===== config.mk =====
export PLATFORM = sky130hd
export DESIGN_NAME = instr_fetch_flat
export DESIGN_NICKNAME = d
export VERILOG_FILES = /design/src/rtl/instr_fetch_if.sv /design/src/rtl/instr_fetch.sv /design/src/flat_wrapper.sv
export SDC_FILE = /design/constraint.sdc
export NUM_CORES = 1
export LEC_CHECK = 0
export ABC_CLOCK_PERIOD_IN_PS = 4000
export CORE_UTILIZATION = 55
export DETAILED_ROUTE_END_ITERATION = 6
export DONT_BUFFER_PORTS = 1
export HOLD_SLACK_MARGIN = 0.03
export PLACE_DENSITY = 0.69
export SYNTH_ARGS = -nofsm -noshare
export SYNTH_HDL_FRONTEND = slang
export SYNTH_SLANG_ARGS = --single-unit

===== constraint.sdc =====
create_clock -name clock -period 4 [get_ports clock]
set_input_delay 0.8 -clock clock [delete_from_list [all_inputs] [get_ports clock]]
set_output_delay 0.8 -clock clock [all_outputs]
set_load 0.01 [all_outputs]

===== src/rtl/instr_fetch_if.sv =====
// instr_fetch_if: ROM read port, decode handshake, redirect and fault signals of the fetch unit
interface instr_fetch_if;
  logic [31:0] mem_address;
  logic        mem_write_enable;
  logic [31:0] mem_data_in;
  logic [31:0] mem_data_out;
  logic        instr_valid;
  logic [31:0] instr;
  logic [31:0] instr_pc;
  logic        instr_ready;
  logic        branch_valid;
  logic [31:0] branch_target;
  logic        fetch_fault;
  logic [31:0] fault_address;
  modport master (
    output mem_address, mem_write_enable, mem_data_in, instr_valid, instr, instr_pc,
           fetch_fault, fault_address,
    input  mem_data_out, instr_ready, branch_valid, branch_target
  );
  modport slave (
    input  mem_address, mem_write_enable, mem_data_in, instr_valid, instr, instr_pc,
           fetch_fault, fault_address,
    output mem_data_out, instr_ready, branch_valid, branch_target
  );
endinterface


===== src/rtl/instr_fetch.sv =====
// instr_fetch: PC, credit-gated ROM word reads and a small {instr, pc} FIFO toward decode
module instr_fetch #(
  parameter logic [31:0] RESET_VECTOR = 32'h0800_0000,
  parameter logic [31:0] ROM_BASE     = 32'h0800_0000,
  parameter logic [31:0] ROM_SIZE     = 32'h0010_0000,
  parameter int          FIFO_DEPTH   = 2
) (
  input logic           clock,
  input logic           reset_n,
  instr_fetch_if.master bus
);
  localparam int AW = $clog2(FIFO_DEPTH);
  localparam int CW = AW + 1;
  logic [31:0]   pc_q, pc_d, resp_pc_q, resp_pc_d;
  logic          resp_valid_q, resp_valid_d;
  logic [CW-1:0] count_q, count_d;
  logic [AW-1:0] rd_ptr_q, rd_ptr_d, wr_ptr_q, wr_ptr_d;
  logic [31:0]   fifo_instr_q [FIFO_DEPTH];
  logic [31:0]   fifo_instr_d [FIFO_DEPTH];
  logic [31:0]   fifo_pc_q [FIFO_DEPTH];
  logic [31:0]   fifo_pc_d [FIFO_DEPTH];
  logic          in_window, pop, push, issue;
  logic [CW:0]   credit;
  assign in_window = (pc_q - ROM_BASE) < ROM_SIZE;
  assign pop       = bus.instr_valid & bus.instr_ready;
  assign push      = resp_valid_q;
  assign credit    = {1'b0, count_q} + (CW+1)'(resp_valid_q) - (CW+1)'(pop);
  assign issue     = in_window & !bus.branch_valid & (credit < (CW+1)'(FIFO_DEPTH));
  assign bus.mem_address      = pc_q;
  assign bus.mem_write_enable = 1'b0;
  assign bus.mem_data_in      = 32'd0;
  assign bus.instr_valid      = count_q != '0;
  assign bus.instr            = fifo_instr_q[rd_ptr_q];
  assign bus.instr_pc         = fifo_pc_q[rd_ptr_q];
  assign bus.fetch_fault      = !in_window & (count_q == '0) & !resp_valid_q;
  assign bus.fault_address    = bus.fetch_fault ? pc_q : 32'd0;
  always_comb begin
    pc_d         = pc_q;
    resp_valid_d = 1'b0;
    resp_pc_d    = resp_pc_q;
    count_d      = count_q;
    rd_ptr_d     = rd_ptr_q;
    wr_ptr_d     = wr_ptr_q;
    fifo_instr_d = fifo_instr_q;
    fifo_pc_d    = fifo_pc_q;
    if (bus.branch_valid) begin
      pc_d    = bus.branch_target & ~32'd3;
      count_d = '0;
    end else begin
      if (issue) begin
        resp_valid_d = 1'b1;
        resp_pc_d    = pc_q;
        pc_d         = pc_q + 32'd4;
      end
      if (push) begin
        fifo_instr_d[wr_ptr_q] = bus.mem_data_out;
        fifo_pc_d[wr_ptr_q]    = resp_pc_q;
        wr_ptr_d               = wr_ptr_q + 1'b1;
      end
      rd_ptr_d = pop ? rd_ptr_q + 1'b1 : rd_ptr_q;
      count_d  = count_q + CW'(push) - CW'(pop);
    end
    if (count_d == '0) begin
      rd_ptr_d = rd_ptr_q;
      wr_ptr_d = rd_ptr_q;
    end
  end
  always_ff @(posedge clock) begin
    if (!reset_n) begin
      pc_q         <= RESET_VECTOR;
      resp_valid_q <= 1'b0;
      resp_pc_q    <= '0;
      count_q      <= '0;
      rd_ptr_q     <= '0;
      wr_ptr_q     <= '0;
      fifo_instr_q <= '{default: '0};
      fifo_pc_q    <= '{default: '0};
    end else begin
      pc_q         <= pc_d;
      resp_valid_q <= resp_valid_d;
      resp_pc_q    <= resp_pc_d;
      count_q      <= count_d;
      rd_ptr_q     <= rd_ptr_d;
      wr_ptr_q     <= wr_ptr_d;
      fifo_instr_q <= fifo_instr_d;
      fifo_pc_q    <= fifo_pc_d;
    end
  end
endmodule


===== src/flat_wrapper.sv =====
// flat-port wrapper written by rule: the top's interface ports become plain ports
module instr_fetch_flat 
#(
  parameter logic [31:0] RESET_VECTOR = 32'h0800_0000,
  parameter logic [31:0] ROM_BASE     = 32'h0800_0000,
  parameter logic [31:0] ROM_SIZE     = 32'h0010_0000,
  parameter int          FIFO_DEPTH   = 2
)
  (clock, reset_n, bus_mem_address, bus_mem_write_enable, bus_mem_data_in, bus_instr_valid, bus_instr, bus_instr_pc, bus_fetch_fault, bus_fault_address, bus_mem_data_out, bus_instr_ready, bus_branch_valid, bus_branch_target);
  instr_fetch_if bus_i ();
  input logic clock;
  input logic reset_n;
  output wire logic [$bits(bus_i.mem_address)-1:0] bus_mem_address;
  output wire logic [$bits(bus_i.mem_write_enable)-1:0] bus_mem_write_enable;
  output wire logic [$bits(bus_i.mem_data_in)-1:0] bus_mem_data_in;
  output wire logic [$bits(bus_i.instr_valid)-1:0] bus_instr_valid;
  output wire logic [$bits(bus_i.instr)-1:0] bus_instr;
  output wire logic [$bits(bus_i.instr_pc)-1:0] bus_instr_pc;
  output wire logic [$bits(bus_i.fetch_fault)-1:0] bus_fetch_fault;
  output wire logic [$bits(bus_i.fault_address)-1:0] bus_fault_address;
  input wire logic [$bits(bus_i.mem_data_out)-1:0] bus_mem_data_out;
  input wire logic [$bits(bus_i.instr_ready)-1:0] bus_instr_ready;
  input wire logic [$bits(bus_i.branch_valid)-1:0] bus_branch_valid;
  input wire logic [$bits(bus_i.branch_target)-1:0] bus_branch_target;
  assign bus_mem_address = bus_i.mem_address;
  assign bus_mem_write_enable = bus_i.mem_write_enable;
  assign bus_mem_data_in = bus_i.mem_data_in;
  assign bus_instr_valid = bus_i.instr_valid;
  assign bus_instr = bus_i.instr;
  assign bus_instr_pc = bus_i.instr_pc;
  assign bus_fetch_fault = bus_i.fetch_fault;
  assign bus_fault_address = bus_i.fault_address;
  assign bus_i.mem_data_out = bus_mem_data_out;
  assign bus_i.instr_ready = bus_instr_ready;
  assign bus_i.branch_valid = bus_branch_valid;
  assign bus_i.branch_target = bus_branch_target;
  instr_fetch #(.RESET_VECTOR(RESET_VECTOR), .ROM_BASE(ROM_BASE), .ROM_SIZE(ROM_SIZE), .FIFO_DEPTH(FIFO_DEPTH)) u_core (.clock(clock), .reset_n(reset_n), .bus(bus_i));
endmodule

==> results of run 1 <==
==> path summary, 6_finish.rpt <==
path	endpoint	slack, ns	depth (start not counted)
max	bus_fault_address[17]	0.54	7
max reg2reg	u_core.resp_pc_q[24]	0.68	12
min	u_core.fifo_instr_q[56]	0.45	2
min reg2reg	u_core.fifo_instr_q[56]	0.45	2
==> power groups by stage <==
stage	registers (W)	logic, W	clock network [W]
3_5_place_dp	0.00200	0.000180	0
3_3_place_gp	0.00200	0.000180	0
2_1_floorplan	0.00198	0.000189	0
5_1_grt	0.00196	0.000202	0.00165
6_report	0.00196	0.000181	0.00154
4_1_cts	0.00196	0.000181	0.00157
==> logic make-up after synthesis <==
group,Yosys count,share of synthesized area
compound gates,183,0.118
other cells,1,0.000458
flops,189,0.462
buf+inv,121,0.0738
fa+ha+maj,5,0.00856
mux,73,0.0987
xor+xnor,15,0.0160
simple gates,414,0.223
==> layout make-up <==
class / instances / area (um2)
fill: 1391 / 5880
multi-input combinational: 729 / 3960
sequential: 189 / 3780
clock buffer: 23 / 458
tap: 184 / 230
timing repair buffer: 12 / 103
clock inverter: 8 / 68.8
inverter: 11 / 43.8
==> worst reg2reg max path, delay by kind of cell, from the launching register on <==
family	cells	cell delay (ns)
and+or+nand+nor	5	1.54
adders and majority gates	3	0.76
buffers and inverters	3	0.43
DFF	1	0.34
xor gates and xnor gates	1	0.16
==> registers in the layout, indices dropped and copies added, names as in the netlist <==
signal / flops
u_core.wr_ptr_q: 1
u_core.fifo_instr_q: 64
u_core.push: 1
u_core.bus.mem_address: 30
u_core.count_q: 2
u_core.resp_pc_q: 30
u_core.rd_ptr_q: 1
u_core.fifo_pc_q: 60
==> per-stage QoR <==
| step | total power (W) | instances | instance area, um2 | setup WS, ns |
|---|---|---|---|---|
| finish | 0.00368 | 1156 | 8650 | 0.542 |
| global route | 0.00382 | 1156 | 8650 | 0.359 |
| CTS | 0.00371 | 1156 | 8650 | 0.521 |
| detailed placement | 0.00218 | 1125 | 8130 | 0.632 |
| global placement | 0.00218 | 1125 | 8130 | 0.637 |
| floorplan | 0.00217 | 1039 | 8330 | 1.02 |
==> layout by cell type, fill, tap and decap left out, types with 2 or more instances in the layout <==
cell       count
nand2_1      302
dfxtp_1      188
a21oi_1      157
mux2_2        62
conb_1        39
and2_1        32
nor2_1        17
clkbuf_16     17
xnor2_1       14
nand3_1       13
and3_1        13
mux2i_1       11
buf_4         11
inv_1         10
o21ai_0       10
nor3_1         9
nor4_1         7
clkinv_2       6
clkbuf_1       5
ha_1           4
and4_1         3
or3_1          3
o311ai_0       3
a31oi_1        3
nor4_4         2
nor3b_2        2
nand4_1        2
o31a_1         2
a211oi_1       2
a22oi_1        2
==> routing by layer <==
| metal | part of all wire | vias up | GRT usage | wire length, um |
|---|---|---|---|---|
| li1 | - | 3171 | - | - |
| met1 | 0.43 | 2958 | 0.304 | 8140 |
| met2 | 0.48 | 181 | 0.409 | 8960 |
| met3 | 0.076 | 15 | 0.0733 | 1430 |
| met4 | 0.010 | 0 | 0.0699 | 189 |
| met5 | 0 | - | 0 | 0 |
==> results.sh, run 1 <==
export IMPL_status="finished, final reports clean"
export IMPL_synth_area_leaders="dfxtp_1 46%, nand2_1 14%, a21oi_1 9.6%"
export IMPL_diodes=0
export IMPL_clk_pin_slew_ns=0.06
export IMPL_io_pins=231
export IMPL_hp_class="reg -> reg"
export IMPL_clk_latency_ns=0.42
export IMPL_vdd_drop_max_uv=284
export IMPL_die_y_um=124
export IMPL_cts_tree="built"
export IMPL_place_port_buffers=0
export IMPL_yosysUniqueCellTypes=43
export IMPL_netlist_top_cells_count="302 x nand2_1, 189 x dfxtp_1, 157 x a21oi_1"
export IMPL_grt_max_degree=73
export IMPL_yosysTopAreaCell="dfxtp_1"
export IMPL_relSlewSlack=0.404
export IMPL_setup_viol=0
export IMPL_ys_seq_area_frac=0.462
export IMPL_fin_crit_ns=3.46
export IMPL_yosysMostFrequentCell="nand2_1"
export IMPL_clock_power_share=0.418
export IMPL_drcViolationCount=0
export IMPL_synthArstFlopShare=0
export IMPL_switchingPower_w=0.000848
export IMPL_cp_startpoint="u_core.bus.mem_address[28]"
export IMPL_crit_path_cell_trace="inv_1 -> ha_1 -> and3b_1 -> nand4_2 -> nor3b_2 -> buf_4 -> and2_1"
export IMPL_pwr_share_seq=0.533
export IMPL_wl_mm=18.7
export IMPL_timing_hold_ws_ns=0.449
export IMPL_rr_startpoint="u_core.count_q[1]"
export IMPL_crit_path_max_incr_delay_ns=0.48
export IMPL_min_from="u_core.fifo_instr_q[56]"
export IMPL_max_slew_worst_pin_slew_ns=0.894
export IMPL_dieArea_mm2=0.0154
export IMPL_post_cts_resize_count=0
export IMPL_fin_nets=1033
export IMPL_dpl_hpwl_mm=11.3
export IMPL_gr_total_overflow=0
export IMPL_routedWlPerCell_um=16.2
export IMPL_syn_area_mm2=0.00819
export IMPL_initial_core_util=0.563
export IMPL_leakagePower_nw=3.09
export IMPL_drt_initial_drc_count=356
export IMPL_drv_cap=0
export IMPL_worst_path_max_delay_cell="dfxtp_1"
export IMPL_critPathKind="reg -> out"
export IMPL_antenna_found_initial=0
export IMPL_p_comb_frac=0.049
export IMPL_setup_tns_final_ns=0
export IMPL_gp_routability_congestion=0.862
export IMPL_grt_pass1_wl_mm=29.1
export IMPL_fin_util=0.595
export IMPL_core_mm2=0.0145
export IMPL_p_per_area_mw_per_mm2=425
export IMPL_synth_top_area_frac=0.462
export IMPL_arrival_ns=2.66
export IMPL_rsz0062_at_grt="no"
export IMPL_cp_end_kind="output pin"
export IMPL_viasPerCell=5.47
export IMPL_grt_pass1_vias=5737
export IMPL_synth_warnings=0
export IMPL_cp_required_ns=3.20
export IMPL_slew_violations=0
export IMPL_p_sw_frac=0.231
export IMPL_synth_edf_count=0
export IMPL_area_growth_pct=5.69
export IMPL_synth_seq_cells=189
export IMPL_route_vias_total=6325
export IMPL_rows=44
export IMPL_cts_max_level=4
export IMPL_cts_made_buffers=17
export IMPL_p_int_w=0.00283
export IMPL_clock_fmax_ghz=0.289
export IMPL_hold_buffers=0
export IMPL_cts_root_buffer="clkbuf_16"
export IMPL_grt_total_usage=0.245
export IMPL_first_pass_iters=5
export IMPL_cp_max_fo=31
export IMPL_skew_ns=0.00848
export IMPL_cts_setup_buffers=0
export IMPL_antenna_left=0
export IMPL_drive_gt1_frac=0.115
export IMPL_cts_sinks=189
export IMPL_clockBufferDepth=2
export IMPL_hold_violations=0
export IMPL_die_w_um=124
export IMPL_start_kind="flip-flop"
export IMPL_path_buf_inv=2
export IMPL_syn_inst=1001
export IMPL_avgSynthCellArea_um2=8.18
export IMPL_finalCritPeriodShare=0.864
export IMPL_yosys_most_used_dff="dfxtp_1"
export IMPL_crit_family="simple AND/OR/NAND/NOR gates"
Power figures use the tool's default switching activity.
==> run 2, diff against run 1 <==
--- a/config.mk
+++ b/config.mk
@@ -5,12 +5,13 @@
 export SDC_FILE = /design/constraint.sdc
 export NUM_CORES = 1
 export LEC_CHECK = 0
-export ABC_CLOCK_PERIOD_IN_PS = 4000
+export ABC_CLOCK_PERIOD_IN_PS = 4100
 export CORE_UTILIZATION = 55
 export DETAILED_ROUTE_END_ITERATION = 6
 export DONT_BUFFER_PORTS = 1
 export HOLD_SLACK_MARGIN = 0.03
 export PLACE_DENSITY = 0.69
+export SETUP_SLACK_MARGIN = 0.2
 export SYNTH_ARGS = -nofsm -noshare
 export SYNTH_HDL_FRONTEND = slang
 export SYNTH_SLANG_ARGS = --single-unit
==> constraint.sdc (replaced) <==
create_clock -name clock -period 4.1 [get_ports clock]
set_input_delay 0.82 -clock clock [delete_from_list [all_inputs] [get_ports clock]]
set_output_delay 0.82 -clock clock [all_outputs]
set_load 0.01 [all_outputs]
==> run 2 against run 1 <==
Effect of this change:
- hold slack improved by 0.00053 ns
- via count increased by 0.51%
- flip-flop and latch count unchanged
- non-clock buffer count decreased by 2
- clock skew about the same
- die area unchanged
- largest cell class unchanged
==> results.sh, run 2 (synthesis results as in run 1) <==
export IMPL_status="finished, final reports clean"
export IMPL_critPathKind="reg -> out"
export IMPL_drive_gt1_frac=0.116
export IMPL_routedWlPerCell_um=16.3
export IMPL_setup_viol=0
export IMPL_route_vias_total=6357
export IMPL_cp_startpoint="u_core.bus.mem_address[28]"
export IMPL_layout_common_cells="302 x nand2_1, 188 x dfxtp_1, 157 x a21oi_1, 62 x mux2_2, 39 x conb_1"
export IMPL_hold_buffers=0
export IMPL_clockBufferDepth=2
export IMPL_cp_end_kind="output pin"
export IMPL_core_mm2=0.0145
export IMPL_cts_tree="built"
export IMPL_clock_fmax_ghz=0.282
export IMPL_grt_pass1_vias=5659
export IMPL_initial_core_util=0.563
export IMPL_place_port_buffers=0
export IMPL_drcViolationCount=0
export IMPL_antenna_left=0
export IMPL_drt_initial_drc_count=445
export IMPL_die_y_um=124
export IMPL_io_pins=231
export IMPL_cts_sinks=189
export IMPL_cts_max_level=4
export IMPL_hold_violations=0
export IMPL_final_common_cell="nand2_1"
export IMPL_cp_max_fo=28
export IMPL_viasPerCell=5.50
export IMPL_start_kind="flip-flop"
export IMPL_skew_ns=0.00853
export IMPL_endpoint="bus_fault_address[6]"
export IMPL_arrival_ns=2.73
export IMPL_rr_startpoint="u_core.count_q[1]"
export IMPL_rows=44
export IMPL_largest_reg_flops=64
export IMPL_hp_class="reg -> reg"
export IMPL_p_total_w=0.00380
export IMPL_antenna_found_initial=0
export IMPL_cts_root_buffer="clkbuf_16"
export IMPL_r2r_setup_slack_ns=0.82
export IMPL_reg2regPathDepth=11
export IMPL_rsz0062_at_grt="no"
export IMPL_fin_util=0.602
export IMPL_finalCritPeriodShare=0.865
export IMPL_cts_made_buffers=17
export IMPL_die_w_um=124
export IMPL_cts_setup_buffers=0
export IMPL_gp_routability_congestion=0.888
export IMPL_relSlewSlack=0.447
export IMPL_min_delay_path_depth=2
export IMPL_drv_cap=0
export IMPL_max_flop_register="u_core.fifo_instr_q"
export IMPL_clk_latency_ns=0.42
export IMPL_dieArea_mm2=0.0154
export IMPL_p_per_area_mw_per_mm2=434
export IMPL_fin_ws_ns=0.554
export IMPL_leakagePower_nw=3.12
export IMPL_cp_required_ns=3.28
export IMPL_clk_pin_slew_ns=0.06
export IMPL_diodes=0
export IMPL_dpl_hpwl_mm=11.3
export IMPL_setup_tns_final_ns=0
export IMPL_fin_nets=1031
export IMPL_slew_violations=0
export IMPL_top_regs="u_core.fifo_instr_q x64, u_core.fifo_pc_q x60"
export IMPL_post_cts_resize_count=0
export IMPL_fin_crit_ns=3.55
export IMPL_max_slew_worst_pin_slew_ns=0.828
export IMPL_grt_pass1_wl_mm=28.5
export IMPL_wl_mm=18.8
export IMPL_grt_max_degree=112
export IMPL_vdd_drop_max_uv=282
export IMPL_r2r_end="u_core.resp_pc_q[22]"
export IMPL_grt_total_usage=0.239
export IMPL_gr_total_overflow=0
export IMPL_area_growth_pct=6.89
export IMPL_first_pass_iters=5
export IMPL_pre_cts_slack_ns=0.784
[run 2: cell count changes in the layout (fill, tap and decap cells not counted), sizes merged]
cell / delta
clkinv: -2
clkinvlp: +1
bufinv: +3
inv: +1
buf: -2
clkbuf: -2
[run 2: worst min path at each step]
stage,from,end,slack (ns)
after floorplan,u_core.fifo_instr_q[0],u_core.fifo_instr_q[0],0.43
after global placement,u_core.fifo_instr_q[15],u_core.fifo_instr_q[15],0.44
after detailed placement,u_core.fifo_instr_q[34],u_core.fifo_instr_q[34],0.44
after CTS,u_core.fifo_instr_q[34],u_core.fifo_instr_q[34],0.45
after global routing,bus_branch_valid,u_core.count_q[1],0.45
final,u_core.fifo_instr_q[34],u_core.fifo_instr_q[34],0.45
[run 2: final cells by class]
cell class,count,area (um2)
inverters,11,43.8
clock inverters,11,165
clock buffers,21,450
fillers,1351,5780
flip-flops and latches,189,3780
multi-input cells,729,3960
repair buffers,10,113
well taps,184,230
[run 2: metrics by stage]
| stage | hold slack [ns] | area [um2] | std cells |
|---|---|---|---|
| after floorplan | 0.433 | 8330 | 1039 |
| after global placement | 0.438 | 8140 | 1123 |
| after detailed placement | 0.444 | 8140 | 1123 |
| after CTS | 0.453 | 8750 | 1155 |
| after global routing | 0.455 | 8750 | 1155 |
| final | 0.450 | 8750 | 1155 |
[run 2: critical path, stage by stage, from the launching register on]
cell,delay (ns)
dfxtp_1,0.49
inv_1,0.10
ha_1,0.20
xnor2_1,0.25
nand4_2,0.47
nor3b_2,0.35
buf_4,0.22
and2_1,0.22
[run 2: report_power, final]
group | total [W] | switching [W] | leakage (nW) | internal (W)
combinational | 0.000176 | 0.000120 | 1.29 | 0.0000559
sequential | 0.00191 | 0.0000522 | 1.53 | 0.00186
clock | 0.00171 | 0.000676 | 0.301 | 0.00104
total | 0.00380 | 0.000848 | 3.12 | 0.00295
[run 2: per-layer routing]
metal	wire, um	global-route usage	vias up
li1	-	-	3167
met1	8060	0.290	2960
met2	9170	0.403	211
met3	1350	0.0751	19
met4	202	0.0714	0
met5	0	0	-
